### src/rtl/branch_history_predictor.sv
// Direction predictor with a pattern table of saturating counters, indexed either by PC (bimodal)
// or by PC XOR global history (gshare), plus zero-latency next-fetch PC computation.
module branch_history_predictor #(
   parameter int XLEN      = 64,
   parameter int ENTRIES   = 64,
   parameter int CTR_BITS  = 2,
   parameter int MODE      = 0,
   parameter int HIST_BITS = 6
) (
   input  logic            clk,
   input  logic            rst,
   input  logic [XLEN-1:0] current_pc,
   input  logic [31:0]     next_instruction,
   input  logic            resolve_valid,
   input  logic [XLEN-1:0] resolve_pc,
   input  logic            resolve_taken,
   input  logic            resolve_mispredict,
   output logic            predict_taken,
   output logic [XLEN-1:0] predicted_pc,
   output logic [31:0]     mispredict_count
);

   localparam int IDX = $clog2(ENTRIES);
   localparam logic [CTR_BITS-1:0] CTR_MAX  = '1;
   localparam logic [CTR_BITS-1:0] CTR_INIT = CTR_BITS'((1 << (CTR_BITS - 1)) - 1);
   localparam logic [6:0] OP_BRANCH = 7'b1100011;
   localparam logic [6:0] OP_JAL    = 7'b1101111;

   logic [CTR_BITS-1:0]  table_q [ENTRIES];
   logic [HIST_BITS-1:0] ghr_q, ghr_d;
   logic [31:0]          cnt_q, cnt_d;

   logic [IDX-1:0]      hist_mask;
   logic [IDX-1:0]      fetch_idx, upd_idx;
   logic [CTR_BITS-1:0] fetch_ctr, upd_old, ctr_d;
   logic [XLEN-1:0]     b_imm, j_imm, seq_pc, target;
   logic [6:0]          opcode;

   // Only the index bits of resolve_pc matter; the rest is deliberately dropped.
   logic unused_resolve_bits;
   assign unused_resolve_bits = ^{resolve_pc[XLEN-1:IDX+2], resolve_pc[1:0]};

   always_comb begin
      hist_mask = '0;
      if (MODE == 1) hist_mask[HIST_BITS-1:0] = ghr_q;
   end

   assign fetch_idx = current_pc[IDX+1:2] ^ hist_mask;
   assign upd_idx   = resolve_pc[IDX+1:2] ^ hist_mask;
   assign fetch_ctr = table_q[fetch_idx];
   assign upd_old   = table_q[upd_idx];

   assign opcode = next_instruction[6:0];
   assign b_imm  = {{(XLEN-13){next_instruction[31]}}, next_instruction[31], next_instruction[7],
                    next_instruction[30:25], next_instruction[11:8], 1'b0};
   assign j_imm  = {{(XLEN-21){next_instruction[31]}}, next_instruction[31], next_instruction[19:12],
                    next_instruction[20], next_instruction[30:21], 1'b0};
   assign seq_pc = current_pc + XLEN'(4);

   always_comb begin
      predict_taken = 1'b0;
      target        = seq_pc;
      if (opcode == OP_BRANCH) begin
         predict_taken = fetch_ctr[CTR_BITS-1];
         target        = current_pc + b_imm;
      end else if (opcode == OP_JAL) begin
         predict_taken = 1'b1;
         target        = current_pc + j_imm;
      end
   end

   assign predicted_pc     = predict_taken ? target : seq_pc;
   assign mispredict_count = cnt_q;

   always_comb begin
      ctr_d = upd_old;
      if (resolve_taken && upd_old != CTR_MAX)
         ctr_d = upd_old + 1'b1;
      else if (!resolve_taken && upd_old != '0)
         ctr_d = upd_old - 1'b1;
   end

   // Shift in the resolved direction; a shift-or also covers the single-bit history case.
   assign ghr_d = (ghr_q << 1) | HIST_BITS'(resolve_taken);

   assign cnt_d = (resolve_valid && resolve_mispredict && cnt_q != 32'hFFFF_FFFF) ? cnt_q + 32'd1 : cnt_q;

   always_ff @(posedge clk or posedge rst) begin
      if (rst) begin
         for (int i = 0; i < ENTRIES; i++) table_q[i] <= CTR_INIT;
      end else if (resolve_valid) begin
         table_q[upd_idx] <= ctr_d;
      end
   end

   always_ff @(posedge clk or posedge rst) begin
      if (rst) begin
         ghr_q <= '0;
         cnt_q <= '0;
      end else begin
         if (MODE == 1 && resolve_valid) ghr_q <= ghr_d;
         cnt_q <= cnt_d;
      end
   end

endmodule

### config.mk
export PLATFORM = sky130hd
export DESIGN_NAME = branch_history_predictor
export DESIGN_NICKNAME = d
export VERILOG_FILES = /design/src/rtl/branch_history_predictor.sv
export SDC_FILE = /design/constraint.sdc
export NUM_CORES = 1
export LEC_CHECK = 0
export BUFFER_PORTS_ARGS = -buffer_cell sky130_fd_sc_hd__buf_2
export CORE_UTILIZATION = 48
export DETAILED_ROUTE_END_ITERATION = 12
export HOLD_SLACK_MARGIN = 0.1
export PLACE_DENSITY = 0.69
export SLEW_MARGIN = 20
export SYNTH_ARGS = -nofsm -noshare
export SYNTH_HDL_FRONTEND = slang
export SYNTH_SLANG_ARGS = --single-unit
### constraint.sdc
create_clock -name clk -period 13.27 [get_ports clk]
set_input_delay 0.6635 -clock clk [delete_from_list [all_inputs] [get_ports clk]]
set_output_delay 0.6635 -clock clk [all_outputs]
set_load 0.01 [all_outputs]
# --- Word level (Yosys, flattened, before mapping) ---
# Index checks and enable logic that the tools add are counted.
word_totals:
  word_cells: 103
  out_inout_bits: 97
  regBits: 160
  in_bits: 165
op_classes:
  n_mux: 16
  order_cmp: 3
  bitwise: 2
  add_sub_neg: 6
  eq_ne: 4
  reduce_logical: 7
ops:
  columns: ["op", "count"]
  rows:
  - ["$mux W64", 3]
  - ["$add A64 B64 Y64", 2]
  - ["$bwmux W128", 1]
  - ["$add A64 B3 Y64 const B", 1]
  - ["$add A32 B1 Y32 const B", 1]
  - ["$ne A32 B32 Y1 const B", 1]
  - ["$bmux W2 S6", 2]
  - ["$eq A7 B7 Y1 const B", 2]
  - ["$ge A7 B7 Y1 const B", 2]
  - ["$mux W2", 7]
  - ["$not A6 Y7", 2]
  - ["$demux W2 S6", 1]
  - ["$lt A7 B1 Y1 const B", 1]
  - ["$logic_and A1 B1 Y1", 5]
  - ["$add A2 B1 Y2 const B", 1]
  - ["$mux W1", 2]
  - ["$ne A2 B2 Y1 const B", 1]
  - ["$reduce_bool A2 Y1", 1]
  - ["$sub A2 B1 Y2 const B", 1]
  - ["$logic_not A1 Y1", 1]

# --- Depth between registers and ports, before layout ---
# Gate-level depths: netlist of the first run.
depth:
  depth_word: 9
  ltp_mapped: 15
  mapped_depth_nobuf: 12

# --- Worst setup path before layout of the first run ---
# Ideal clock, no wire load.
synth_path:
  path_type: "input -> output"
  from: "input current_pc[2]"
  to: "output predicted_pc[51]"
  slack_ps: 8940
  arrival_time_ps: 3667
  path_stages: 13
  t_required_ps: 12606
  n_path_buf: 2
  cell_sequence: "buf_6 buf_2 inv_1 fa_1 nand2b_1 a21oi_1 o21ai_0 a31o_2 o22a_1 o31a_1 a21oi_1 a21oi_1 o311ai_0"
synth_between:
  elab_chain_cells: 6
  elab_cells_between_ends: 11
  cone_classes: "3 x add/sub; 7 x mux; 1 x bitwise"
synth_lines:
  columns: ["item", "line", "rtl"]
  rows:
  - ["start: declaration", "12", "input logic [XLEN-1:0] current_pc,"]
  - ["branches (longest 5 deep; another with $add A64 B3 Y64)", null, null]
  - ["$mux W64 *", "72", "assign predicted_pc = predict_taken ? target : seq_pc;"]
  - ["end: declaration", "19", "output logic [XLEN-1:0] predicted_pc,"]
# Mark *: on every way between the ends. The select of a mux whose other input is x is not followed.

# --- Final worst setup path of the first run ---
layout_path:
  from: "input current_pc[2]"
  to: "output predicted_pc[49]"
# The elaborated chain is that of the path after synthesis.

==> results.yml, run 1 <==
worst_setup_path:
  rr_startpoint: "table_q[6]"
  r2r-end: "table_q[80]"
  critical_path_class: "in2out"
  cp-startpoint: "current_pc[2]"
  reg2reg_depth: 11
  regToRegSetupSlack_ps: 9780
  arrival_ps: 5460
  worstSetupEndpointType: "output pin"
  crit_fanout: 51
  critical_path.endpoint: "predicted_pc[49]"
  startpoint_type: "input pin"
  worstPathRequired_ps: 12610
die:
  initial_utilization: 0.492
  die_h_um: 188
  rows: 67
  die_area_um2: 35300
  die_w_um: 188
  core-area_um2: 33800
  pin_count: 262
power_and_ir_drop:
  power_per_cell_area_nw_per_um2: 95.1
  p_comb_frac: 0.350
  power.leakage_nw: 7.46
  clockPowerShare: 0.292
  p_int_mw: 1.11
  seqPwrFrac: 0.358
  netSwitchingPower_uw: 636
  swShare: 0.364
  vdd_drop_max_v: 0.000103
detailed_routing:
  drt_iter0_drc: 1727
  drc: 0
  ant_nets: 0
  wl_per_cell_um: 22.9
  top_layer: "met4"
  dr_wl_met2_mm: 27.6
  vias: 17320
  drt-total-wl_mm: 59.6
  drtPass1Iterations: 5
  vias_per_cell: 6.67
  met1Wirelength_mm: 24.7
  dr_wl_met3_mm: 5.13
run_status:
  run_status: "finished clean"
global_routing:
  track_usage: 0.330
  grt_pass1_wl_mm: 92.3
  grt_max_degree: 102
  grt-ovfl-total: 0
  antenna_found_initial: 0
  grt_pass1_vias: 16482
clock_tree:
  postCtsSetupRepairBufs: 0
  clk_pin_slew_ps: 70
  cts_buffers: 17
  cts.path.max_buffers: 2
  tritoncts: "done"
  clock_sinks: 160
  cts_resized: 0
  holdBufCountCts: 0
  insertion_delay_ps: 430
  cts_root_buffer: "clkbuf_16"
  ctsHtreeMaxLevel: 4
synth:
  synthFlopType: "dfrtp_1"
  synth_area_leaders: "dfrtp_1 (14%), dfstp_2 (10%), mux2_2 (9.3%)"
  synth_cell_types: 103
  netlist.top_cell.by_area: "dfrtp_1"
  ys_seq_elements: 160
  synth_top_area_share: 0.145
  syn_inst: 2034
  synth.avg_cell_area_um2: 8.16
  syn-cell-area_um2: 16600
  syn_nets: 2280
  ys_seq_area_frac: 0.246
  synth_edf_count: 0
  synth_warnings: 0
  async_flop_share: 1.00
timing:
  final.min_clock_period_ps: 6120
  setup_viol: 0
  slew_headroom: 0.220
  rsz0062_at_grt: "no"
  setup_tns_ps: 0
  period_share: 0.462
  tightest_slew_ps: 1140
  finalClockSkew_ps: 7.62
  slew_viol_final: 0
  hold_viol: 0
  max_freq_ghz: 0.163
  layout_setup_ws_ps: 7150
finish:
  final_common_cell: "nand2_1"
  areaGrowthSynthToFinish_pct: 10.6
  nets: 2382
  layout_common_cells: "nand2_1 (217), buf_2 (201), nor2_1 (174)"
  diodes: 0
  layout-drive-gt1-share: 0.239
place:
  dp_hpwl_mm: 43.9
  portBuffers: 201
  gp_congestion: 1.03
  pre_cts_slack_ps: 7400
flow_run:
  drv_cap: 0
hold_path:
  hp-class: "in2async"
[worst min-delay path by stage]
stage,startpoint,end,slack (ps),cells past startpoint
floorplan,table_q[29],table_q[29],500,1
global placement,mispredict_count[30],mispredict_count[30],480,1
detailed placement,mispredict_count[23],mispredict_count[23],480,1
CTS,rst,mispredict_count[28],460,2
global route,rst,table_q[25],510,2
finish,rst,mispredict_count[27],430,2
[logic make-up after synthesis]
group | Yosys count | share of synthesized area
simple gates | 707 | 0.207
compound gates | 612 | 0.246
mux | 167 | 0.122
buf+inv | 166 | 0.0425
flops | 160 | 0.246
xor+xnor | 141 | 0.0748
fa+ha+maj | 81 | 0.0619
[Yosys cell counts (7+ instances only)]
library cell,n
a211oi_1,13
a21boi_0,13
a21o_1,27
a21oi_1,154
a221oi_1,16
a22o_1,12
a22oi_1,49
a311oi_1,7
a31oi_1,26
and2_1,16
and3_1,23
and4_1,7
buf_1,9
buf_2,35
clkbuf_1,80
dfrtp_1,96
dfstp_2,64
ha_1,79
inv_1,32
mux2_2,137
mux2i_1,16
mux4_2,14
nand2_1,217
nand2b_1,15
nand3_1,58
nand4_1,64
nor2_1,175
nor2b_1,9
nor3_1,43
nor4_1,9
o211ai_1,21
o21a_1,22
o21ai_0,121
o21bai_1,9
o221ai_1,19
o22ai_1,14
o31ai_1,14
or2_2,9
or3_1,21
xnor2_1,92
xor2_1,48
[power groups by stage]
stage / logic, mW / registers (mW) / clock network [mW]
floorplan: 0.414 / 0.624 / 0
global placement: 0.587 / 0.628 / 0
detailed placement: 0.597 / 0.632 / 0
CTS: 0.600 / 0.625 / 0.515
global route: 0.659 / 0.633 / 0.535
finish: 0.612 / 0.626 / 0.509
[critical path, stage by stage]
cell      delay, ps
buf_2           500
inv_1           350
mux2i_1         190
o311ai_1        610
a41oi_2         770
and2_2          500
inv_2           800
o21ai_0         230
a221oi_1        510
a21oi_1          90
buf_2           170
[per-stage QoR]
step	cells	hold WS (ps)	instance area (µm²)	util	power, mW
6_report	2597	426	18400	0.544	1.75
5_1_grt	2597	505	18400	0.544	1.83
4_1_cts	2597	462	18400	0.544	1.74
3_5_place_dp	2565	485	17800	0.525	1.23
3_3_place_gp	2565	476	17800	0.525	1.22
2_1_floorplan	2034	496	16600	-	1.04
[area by class of cell]
cell class	instances	area (µm²)
Inverter	33	129
Tap cell	448	561
Clock buffer	18	429
Timing Repair Buffer	216	1120
Fill cell	3214	15400
Sequential cell	160	4080
Multi-Input combinational cell	1708	11900
Clock inverter	14	181
[state kept, by name, indices dropped and copies added (netlist names)]
register          cells
table_q             128
mispredict_count     32
[metal layers]
metal,up-vias,GRT usage
li1,7831,-
met1,8371,0.437
met2,960,0.541
met3,158,0.0492
met4,0,0.126
met5,-,0
No activity file was read; power rests on OpenSTA's default activity.
==> run 2: changes to the inputs <==
--- a/config.mk
+++ b/config.mk
@@ -9,7 +9,7 @@
 export CORE_UTILIZATION = 48
 export DETAILED_ROUTE_END_ITERATION = 12
 export HOLD_SLACK_MARGIN = 0.1
-export PLACE_DENSITY = 0.69
+export PLACE_DENSITY = 0.72
 export SLEW_MARGIN = 20
 export SYNTH_ARGS = -nofsm -noshare
 export SYNTH_HDL_FRONTEND = slang
==> constraint.sdc (replaced) <==
create_clock -name clk -period 5.53 [get_ports clk]
set_input_delay 0.2765 -clock clk [delete_from_list [all_inputs] [get_ports clk]]
set_output_delay 0.2765 -clock clk [all_outputs]
set_load 0.01 [all_outputs]
==> run 2 against run 1 <==
Effect of this change:
- sequential cell count stayed put
- setup slack lost 6100 ps
- register-to-register slack worse by 7800 ps
- final area increased by 0.56%
- critical path depth up 2
- non-clock buffer count up 13
- critical endpoint is now predicted_pc[54]
- largest power group unchanged
- highest routed layer unchanged
==> results.yml, run 2 (synthesis gave the netlist of run 1 again) <==
worst_setup_path:
  r2r-end: "table_q[110]"
  reg2reg_depth: 11
  rr_startpoint: "table_q[6]"
  arrival_ps: 4250
  critical_path_class: "in2out"
  regToRegSetupSlack_ps: 2020
  startpoint_type: "input pin"
  crit_fanout: 21
  worstSetupEndpointType: "output pin"
  worstPathRequired_ps: 5250
timing:
  final.min_clock_period_ps: 4530
  slew_viol_final: 0
  slew_headroom: 0.226
  setup_tns_ps: 0
  max_freq_ghz: 0.221
  rsz0062_at_grt: "no"
  period_share: 0.819
  finalClockSkew_ps: 11.9
  tightest_slew_ps: 1150
  hold_viol: 0
  setup_viol: 0
clock_tree:
  ctsHtreeMaxLevel: 4
  insertion_delay_ps: 430
  clock_sinks: 160
  clk_pin_slew_ps: 60
  cts_resized: 0
  postCtsSetupRepairBufs: 0
  cts_buffers: 17
  cts_root_buffer: "clkbuf_16"
  cts.path.max_buffers: 2
  tritoncts: "done"
power_and_ir_drop:
  power_per_cell_area_nw_per_um2: 229
  power.leakage_nw: 7.52
  vdd_drop_max_v: 0.000309
die:
  rows: 67
  die_h_um: 188
  pin_count: 262
  die_w_um: 188
  die_area_um2: 35300
  initial_utilization: 0.492
  core-area_um2: 33800
flow_run:
  drv_cap: 0
detailed_routing:
  vias: 17450
  drc: 0
  vias_per_cell: 6.68
  ant_nets: 0
  drtPass1Iterations: 6
  drt_iter0_drc: 1938
  wl_per_cell_um: 22.8
  drt-total-wl_mm: 59.5
global_routing:
  grt_pass1_wl_mm: 92.4
  grt_pass1_vias: 16569
  grt_max_degree: 99
  antenna_found_initial: 0
  track_usage: 0.329
  grt-ovfl-total: 0
finish:
  layout-drive-gt1-share: 0.243
  layout_common_cells: "nand2_1 (217), buf_2 (201), nor2_1 (174)"
  fillerInstances: 3082
  largest-register: "table_q"
  areaGrowthSynthToFinish_pct: 11.2
  final_common_cell: "nand2_1"
  final_cells: 2611
  nets: 2395
  largest_reg_flops: 128
run_status:
  run_status: "finished clean"
hold_path:
  hp-class: "in2reg"
  min_from: "resolve_mispredict"
  hold_depth: 3
  min_to: "mispredict_count[0]"
place:
  dp_hpwl_mm: 44.4
  gp_congestion: 1.02
  portBuffers: 201
  dp.cells: 2577
[run 2: final cells by class]
type | instances | area (µm²) | share of cell area
multi-input cells | 1708 | 11800 | 0.642
repair buffers | 229 | 1220 | 0.0660
flip-flops and latches | 160 | 4080 | 0.221
clock buffers | 22 | 474 | 0.0257
well taps | 448 | 561 | 0.0304
diodes | 1 | 2.50 | 0.000136
inverters | 33 | 129 | 0.00698
clock inverters | 10 | 149 | 0.00806
[run 2: worst max path at each step]
stage,startpoint,end,slack [ps],cells past startpoint
floorplan,rst,mispredict_count[0],1040,1
finish,next_instruction[31],predicted_pc[54],1000,13
global placement,current_pc[2],predicted_pc[9],1230,13
detailed placement,current_pc[2],predicted_pc[32],1180,12
global route,next_instruction[31],predicted_pc[54],840,13
CTS,current_pc[2],predicted_pc[32],1170,12
[run 2: per-layer routing]
| layer | up-vias | track usage | routed length, µm |
|---|---|---|---|
| li1 | 7859 | - | - |
| met1 | 8371 | 0.441 | 24600 |
| met2 | 1047 | 0.525 | 26700 |
| met3 | 173 | 0.0582 | 5840 |
| met4 | 0 | 0.131 | 2290 |
| met5 | - | 0 | 0 |
[run 2: report_power, final]
part	switching (mW)	internal, mW	leakage (nW)
clock network	0.486	0.752	0.298
registers	0.112	1.40	1.97
logic	0.920	0.557	5.25
[run 2: worst max-delay path: stages]
cell      delay, ps
buf_2           420
buf_4           290
ha_1            280
a21oi_1         130
o21ai_0         600
a221oi_1        240
o21bai_1        420
a21o_1          240
a311oi_1        160
o21ai_0         210
a21oi_1          80
o311ai_0        640
buf_2           260
[run 2: timing repair]
item,CTS,global route
endpoints found under the hold margin,65,0
hold buffers,1,0
setup endpoints to repair,0,0
[run 2: stage by stage]
stage	total power, mW	cell area, µm²	setup slack, ps	utilization	hold slack (ps)
floorplan	2.49	16600	1040	-	496
global placement	2.92	17800	1230	0.528	480
finish	4.22	18500	999	0.547	331
global route	4.40	18500	839	0.546	343
CTS	4.20	18500	1170	0.546	318
detailed placement	2.96	17800	1180	0.528	486
